## config.mk

```make
export PLATFORM = sky130hd
export DESIGN_NAME = dpram_fifo_ctrl
export DESIGN_NICKNAME = d
export VERILOG_FILES = /design/src/rtl/dpram_fifo_ctrl.sv
export SDC_FILE = /design/constraint.sdc
export NUM_CORES = 1
export LEC_CHECK = 0
export BUFFER_PORTS_ARGS = -buffer_cell sky130_fd_sc_hd__buf_4
export CORE_MARGIN = 2
export CORE_UTILIZATION = 49
export CTS_CLUSTER_SIZE = 30
export DETAILED_ROUTE_END_ITERATION = 16
export GPL_ROUTABILITY_DRIVEN = 0
export PLACE_DENSITY = 0.95
export SLEW_MARGIN = 5
export SYNTH_ARGS = -nofsm -noshare
export SYNTH_HDL_FRONTEND = slang
export SYNTH_SLANG_ARGS = --single-unit
```

## constraint.sdc

```tcl
create_clock -name clk -period 5.2 [get_ports clk]
set_input_delay 0.52 -clock clk [delete_from_list [all_inputs] [get_ports clk]]
set_output_delay 0.52 -clock clk [all_outputs]
set_load 0.02 [all_outputs]
```

## src/rtl/dpram_fifo_ctrl.sv

```systemverilog
// Valid/ready FIFO controller in front of an external dual-port RAM with a
// registered 1-cycle read; presents a first-word-fall-through output stream.
module dpram_fifo_ctrl #(
    parameter int ADDR_WIDTH = 4,
    parameter int DATA_WIDTH = 8,
    parameter int DEPTH      = 16
) (
    input  logic                  clk,
    input  logic                  rst_n,
    input  logic                  flush,
    input  logic                  in_valid,
    output logic                  in_ready,
    input  logic [DATA_WIDTH-1:0] in_data,
    output logic                  out_valid,
    input  logic                  out_ready,
    output logic [DATA_WIDTH-1:0] out_data,
    output logic [ADDR_WIDTH:0]   level,
    output logic                  mem_wr_en,
    output logic [ADDR_WIDTH-1:0] mem_wr_addr,
    output logic [DATA_WIDTH-1:0] mem_wr_data,
    output logic                  mem_rd_en,
    output logic [ADDR_WIDTH-1:0] mem_rd_addr,
    input  logic [DATA_WIDTH-1:0] mem_rd_data
);

    localparam logic [ADDR_WIDTH-1:0] LAST_PTR  = ADDR_WIDTH'(DEPTH - 1);
    localparam logic [ADDR_WIDTH:0]   DEPTH_CNT = (ADDR_WIDTH + 1)'(DEPTH);

    logic [ADDR_WIDTH-1:0] wr_ptr_q, wr_ptr_d;
    logic [ADDR_WIDTH-1:0] rd_ptr_q, rd_ptr_d;
    logic [ADDR_WIDTH:0]   ram_count_q, ram_count_d;
    logic                  out_valid_q, out_valid_d;

    logic push;
    logic pop;
    logic fetch;

    // DEPTH need not be a power of two, so wrap on an explicit compare.
    function automatic logic [ADDR_WIDTH-1:0] ptr_inc(input logic [ADDR_WIDTH-1:0] p);
        if (p == LAST_PTR) begin
            return '0;
        end
        return p + 1'b1;
    endfunction

    always_comb begin
        in_ready = rst_n && !flush && (ram_count_q < DEPTH_CNT);
        push     = in_valid && in_ready;
        pop      = out_valid_q && out_ready;
        // Registered count excludes this cycle's push, so a slot is never
        // read in the cycle it is written.
        fetch    = !flush && (ram_count_q != '0) && (!out_valid_q || out_ready);
    end

    always_comb begin
        wr_ptr_d    = wr_ptr_q;
        rd_ptr_d    = rd_ptr_q;
        ram_count_d = ram_count_q;
        out_valid_d = out_valid_q;

        if (flush) begin
            wr_ptr_d    = '0;
            rd_ptr_d    = '0;
            ram_count_d = '0;
            out_valid_d = 1'b0;
        end else begin
            if (push) begin
                wr_ptr_d = ptr_inc(wr_ptr_q);
            end
            if (fetch) begin
                rd_ptr_d = ptr_inc(rd_ptr_q);
            end

            case ({push, fetch})
                2'b10:   ram_count_d = ram_count_q + 1'b1;
                2'b01:   ram_count_d = ram_count_q - 1'b1;
                default: ram_count_d = ram_count_q;
            endcase

            // The fetched word lands in the output stage next cycle.
            if (fetch) begin
                out_valid_d = 1'b1;
            end else if (pop) begin
                out_valid_d = 1'b0;
            end
        end
    end

    always_ff @(posedge clk or negedge rst_n) begin
        if (!rst_n) begin
            wr_ptr_q    <= '0;
            rd_ptr_q    <= '0;
            ram_count_q <= '0;
            out_valid_q <= 1'b0;
        end else begin
            wr_ptr_q    <= wr_ptr_d;
            rd_ptr_q    <= rd_ptr_d;
            ram_count_q <= ram_count_d;
            out_valid_q <= out_valid_d;
        end
    end

    always_comb begin
        mem_wr_en   = push;
        mem_wr_addr = wr_ptr_q;
        mem_wr_data = in_data;
        mem_rd_en   = fetch;
        mem_rd_addr = rd_ptr_q;
        out_valid   = out_valid_q;
        out_data    = mem_rd_data;
        level       = ram_count_q + (ADDR_WIDTH + 1)'(out_valid_q);
    end

endmodule

```

==> flow_metrics.tcl, run 1 <==
set metrics [dict create \
    status "complete, no violations" \
    design_area_mm2 0.001182 \
    drt_iter0_drc 23 \
    worstPathMaxFanout 14 \
    layout.nets 154 \
    ctsRootBufferMaster "clkbuf_4" \
    utilization_pct 54.50 \
    antennaDiodeCount 0 \
    hp-class "in -> async" \
    start_util_pct 50.40 \
    grt.total_usage_pct 19.67 \
    grt_use_met2_pct 32.90 \
    worstSetupStartpointType "flop" \
    tns_ps 0 \
    wl_per_cell_um 15.09 \
    cts_max_level 1 \
    critical_path_arrival_ps 3150 \
    cts_tree "done" \
    synth_cell_types 41 \
    final_max_slew_viol_count 0 \
    yosys.area.top_type_share_pct 32.04 \
    clock_latency_ps 280 \
    cp.required_ps 5350 \
    yosysMostFrequentCell "buf_4" \
    grt_pass1_wl_mm 3.808 \
    synth_cells 120 \
    rows 17 \
    hold_viol 0 \
    dpl_cell_area_mm2 0.001146 \
    synth-edff-count 0 \
    worstMarginPinSlew_ps 394.8 \
    r2r_start "ram_count_q[2]" \
    met3_usage_pct 2.047 \
    endpoint_kind "flop" \
    synth_async_sr_flop_share_pct 100.0 \
    numCtsBuffers 3 \
    die-area_mm2 0.002626 \
    cts_num_sinks 14 \
    ios 54 \
    fin_crit_ps 3001 \
    rsz0062_at_grt "false" \
    drv_cap 0 \
    fin_worst_skew_ps 3.197 \
    dp_hpwl_mm 1.688 \
    timing.fmax_mhz 333.3 \
    top_usage_layer "met2" \
    syn_area_mm2 0.001094 \
    drt_wl_total_mm 2.294 \
    grtUsageMet1_pct 22.49 \
    syn-num-nets 149 \
    avgViaCountPerCell 5.914 \
    grt_pass1_vias 888 \
    synth_common_cells "16 x buf_4, 14 x dfrtp_1, 10 x nor2_1" \
    fin_crit_sh_pct 57.71 \
    leakagePower_nw 0.5875 \
    drive_gt1_share_pct 22.58 \
    clkTransAtPathRegs_ps 90 \
    io_buffer_count 21 \
    cp-startpoint "ram_count_q[2]" \
    syn_avg_cell_area_um2 9.113 \
    ys_seq_area_share_pct 32.04 \
    core_mm2 0.002170 \
    power_per_cell_area_mw_per_mm2 490.8 \
    drc 0 \
    clock_path_buffers 2 \
    grt_max_degree 20 \
    setup_viol 0 \
    cts_resized 0 \
    die_y_um 51.24 \
    vdd_ir_drop_max_v 0.0002170 \
    postCtsSetupBuffers 0 \
    overflow 0 \
    synth_top_area_cell "dfrtp_1" \
    ys.flop_type "dfrtp_1" \
    max-slew-margin-rel_pct 73.58 \
    areaGrowthSynthToFinish_pct 8.123 \
    vias 899 \
    final_antenna_net_count 0 \
    first_pass_iters 4 \
    antenna_found_initial 0 \
    yosysWarnings 0 \
    ys_ff_latch 14 \
    crit_type "reg -> reg" \
    synth_area_leaders "dfrtp_1 32%, buf_4 11%, ha_1 8.0%" \
    postCtsHoldBufs 0 \
    die_w_um 51.24 \
]
==> sequential cells by signal, indices dropped and copies added (netlist names) <==
| name | cells |
|---|---|
| ram_count_q | 5 |
| mem_rd_addr | 4 |
| out_valid | 1 |
| mem_wr_addr | 4 |
==> cells in the final DEF (no fill, tap or decap), types with 2 or more instances in the layout <==
cell	n
nand2b_1	4
clkbuf_4	3
nor2b_1	2
mux2i_1	2
nand4bb_1	2
a21o_1	2
nor3_1	3
xor2_1	4
nor2_1	10
buf_4	21
nand2_1	5
nand4_1	2
a21oi_1	2
xnor2_1	3
dfrtp_1	14
o211ai_1	2
inv_1	7
o21ai_0	6
ha_1	7
a31oi_1	2
nand3_1	2
==> kinds of logic after synthesis <==
group	count (synthesis)	share of synthesized area [%]
AND/OR/NAND/NOR	36	18.31
buffers and inverters	28	15.22
adder cells (fa/ha/maj)	8	9.840
multiplexers	3	2.860
XOR/XNOR	7	5.607
flip-flops	14	32.04
AO/OA/AOI/OAI	24	16.13
==> layout make-up <==
cell class	count	area, µm²
inverters	7	26.28
multi-input cells	78	576.8
fillers	198	987.2
well taps	28	35.03
clock buffers	4	36.28
repair buffers	21	157.7
flip-flops and latches	14	350.3
==> path summary, 6_finish.rpt <==
check,to,slack (ps),depth (start not counted)
min in group clk,mem_rd_addr[2],540,2
worst max register to register,ram_count_q[3],2200,9
worst min-delay path,mem_rd_addr[2],80,1
worst min register to register,mem_wr_addr[3],550,1
worst max-delay path,ram_count_q[3],2200,9
max in group asynchronous,mem_rd_addr[0],4940,1
==> worst max-delay path, cell delays in order, from the launching register on <==
cell	delay, ps
dfrtp_1	470
or4_4	610
o21ai_4	360
nand2b_1	200
inv_1	90
ha_1	330
and3_1	180
or3_1	390
nand4b_1	130
o311ai_1	100
==> power by group <==
part	internal [W]	total [W]	leakage, nW	switching (W)
Clock	0.0000426	0.0000781	0.0210	0.0000355
Sequential	0.000133	0.000172	0.189	0.0000393
Combinational	0.000149	0.000330	0.378	0.000181
Total	0.000325	0.000580	0.587	0.000256
==> metrics by stage <==
| step | std cells | hold WS, ps | setup slack, ps | total power [W] |
|---|---|---|---|---|
| 2_1_floorplan | 120 | 224.4 | 2469 | 0.0004238 |
| 3_3_place_gp | 148 | 383.0 | 2407 | 0.0004841 |
| 3_5_place_dp | 148 | 383.1 | 2259 | 0.0005007 |
| 4_1_cts | 152 | 73.31 | 2241 | 0.0005818 |
| 5_1_grt | 152 | 79.66 | 2075 | 0.0006221 |
| 6_report | 152 | 76.29 | 2199 | 0.0005803 |
==> layer usage <==
| metal | vias to the layer above | share of wire [%] |
|---|---|---|
| li1 | 416 | - |
| met1 | 446 | 41 |
| met2 | 27 | 51 |
| met3 | 10 | 4.1 |
| met4 | 0 | 3.1 |
| met5 | - | 0 |
No activity file was read; power rests on OpenSTA's default activity.
==> inputs of run 2 (changes only) <==
- CORE_UTILIZATION: 49 -> 45
- PLACE_DENSITY: 0.95 -> 0.91
- clock period: 5.2 -> 2.9 ns (I/O delays scaled with it)
==> run 2 against run 1 <==
Register-to-register slack worse by 2000 ps. Cell count is 2.0% higher. Worst hold slack improved by 250 ps. Final area grew 2.3%. Count of clock-buffer cells in the layout is the same. First-iteration DRC count fell by 8.7%. Sequential power grew 77%. Largest power group unchanged. Sequential cell count stayed put. Global-route usage shrank 1.6 points. Combinational power rose by 83%. Critical path depth up 3.
==> flow_metrics.tcl, run 2 (synthesis gave the netlist of run 1 again) <==
set metrics [dict create \
    io_buffer_count 21 \
    clock_path_buffers 2 \
    drc 0 \
    hp-start "flush" \
    die-area_mm2 0.002840 \
    fin_crit_sh_pct 92.44 \
    start_util_pct 48.50 \
    final_max_slew_viol_count 0 \
    top_register "ram_count_q" \
    grt_max_degree 20 \
    ios 54 \
    antennaDiodeCount 0 \
    antenna_found_initial 0 \
    grt_pass1_wl_mm 3.767 \
    dp_hpwl_mm 1.756 \
    clkTransAtPathRegs_ps 90 \
    final_common_cell "buf_4" \
    wl_per_cell_um 14.77 \
    grt.total_usage_pct 18.11 \
    final_antenna_net_count 0 \
    layout.nets 157 \
    drt_wl_total_mm 2.290 \
    worstMarginPinSlew_ps 339.0 \
    hold_depth 2 \
    worstSetupStartpointType "input port" \
    overflow 0 \
    setup_viol 0 \
    vdd_ir_drop_max_v 0.0003676 \
    hp-class "in -> reg" \
    clock_latency_ps 290 \
    core_mm2 0.002255 \
    avgViaCountPerCell 5.794 \
    rsz0062_at_grt "false" \
    areaGrowthSynthToFinish_pct 10.64 \
    postCtsSetupBuffers 0 \
    fin_worst_skew_ps 13.22 \
    cts_tree "done" \
    rrSetupSlack_ps 240 \
    drt_iter0_drc 21 \
    cts_num_sinks 14 \
    hold_viol 0 \
    grt_pass1_vias 851 \
    max-slew-margin-rel_pct 77.40 \
    fin_worst_hold_slack_ps 322.5 \
    r2r_start "ram_count_q[2]" \
    whs_endpoint "out_valid" \
    vias 898 \
    die_y_um 53.30 \
    r2r_cells 9 \
    critical_path_arrival_ps 2880 \
    regToRegEndpoint "ram_count_q[4]" \
    largest_reg_flops 5 \
    crit_type "in -> reg" \
    drv_cap 0 \
    final_cell_mix "23 x buf_4, 14 x dfrtp_1, 9 x nor2_1" \
    numCtsBuffers 3 \
    worstPathMaxFanout 16 \
    leakagePower_nw 0.6020 \
    tns_ps 0 \
    power_per_cell_area_mw_per_mm2 868.0 \
    endpoint_kind "flop" \
    cts_max_level 1 \
    rows 17 \
    die_w_um 53.30 \
    timing.fmax_mhz 373.0 \
    first_pass_iters 4 \
    fin_crit_ps 2681 \
    drive_gt1_share_pct 24.41 \
    status "complete, no violations" \
    ctsRootBufferMaster "clkbuf_4" \
    cp.required_ps 3100 \
]
run 2: cell count changes in the layout (fill, tap and decap cells not counted):
cell / delta
nor2_2: +1
nor2_1: -1
buf_4: +2
dlygate4sd3_1: +1
run 2: worst max path at each step:
stage               cells past startpoint              to      startpoint
floorplan                              10  ram_count_q[3]  ram_count_q[2]
global placement                        9  ram_count_q[4]  ram_count_q[2]
detailed placement                      9  ram_count_q[4]  ram_count_q[2]
CTS                                    12  ram_count_q[4]           rst_n
global route                           12  ram_count_q[4]           rst_n
finish                                 12  ram_count_q[4]           rst_n
run 2: timing repair:
item | in CTS | in global routing
endpoints found under the setup margin | 0 | 2
resized for setup | 0 | 1
hold buffers | 1 | 0
endpoints found under the hold margin | 14 | 0
run 2: power by group:
group / leakage (nW) / switching [W] / internal (W)
sequential: 0.189 / 0.0000661 / 0.000239
combinational: 0.392 / 0.000321 / 0.000282
clock: 0.0210 / 0.0000658 / 0.0000765
run 2: routing by layer:
| layer | global-route usage (%) | vias to the layer above | wire, µm |
|---|---|---|---|
| met2 | 32.51 | 40 | 1169 |
| li1 | - | 421 | - |
| met1 | 19.52 | 430 | 864 |
| met4 | 9.829 | 0 | 38 |
| met5 | 0 | - | 0 |
| met3 | 3.672 | 7 | 217 |
run 2: worst max-delay path, stage by stage:
cell           delay (ps)
dlygate4sd3_1         520
buf_4                 230
nand4bb_1             270
inv_1                 170
nor2_2                 70
nand2b_1              120
inv_1                  90
ha_1                  320
nor2b_1               150
o21a_1                210
a211o_1               240
a211oi_1              210
run 2: final cells by class:
| type | instances | area (µm²) |
|---|---|---|
| Timing Repair Buffer | 24 | 182.7 |
| Multi-Input combinational cell | 78 | 579.3 |
| Fill cell | 203 | 1045 |
| Clock buffer | 4 | 36.28 |
| Inverter | 7 | 26.28 |
| Tap cell | 28 | 35.03 |
| Sequential cell | 14 | 350.3 |
run 2: metrics by stage:
stage | util (%) | instance area [µm²] | total power (W) | worst slack, ps | cells
after floorplan | - | 1094 | 0.0007599 | 168.8 | 120
after global placement | 51.50 | 1161 | 0.0008823 | 366.3 | 150
after detailed placement | 51.50 | 1161 | 0.0009110 | 306.0 | 150
after CTS | 53.55 | 1207 | 0.001054 | 198.7 | 155
after global routing | 53.66 | 1210 | 0.001136 | 27.30 | 155
final | 53.66 | 1210 | 0.001050 | 219.1 | 155
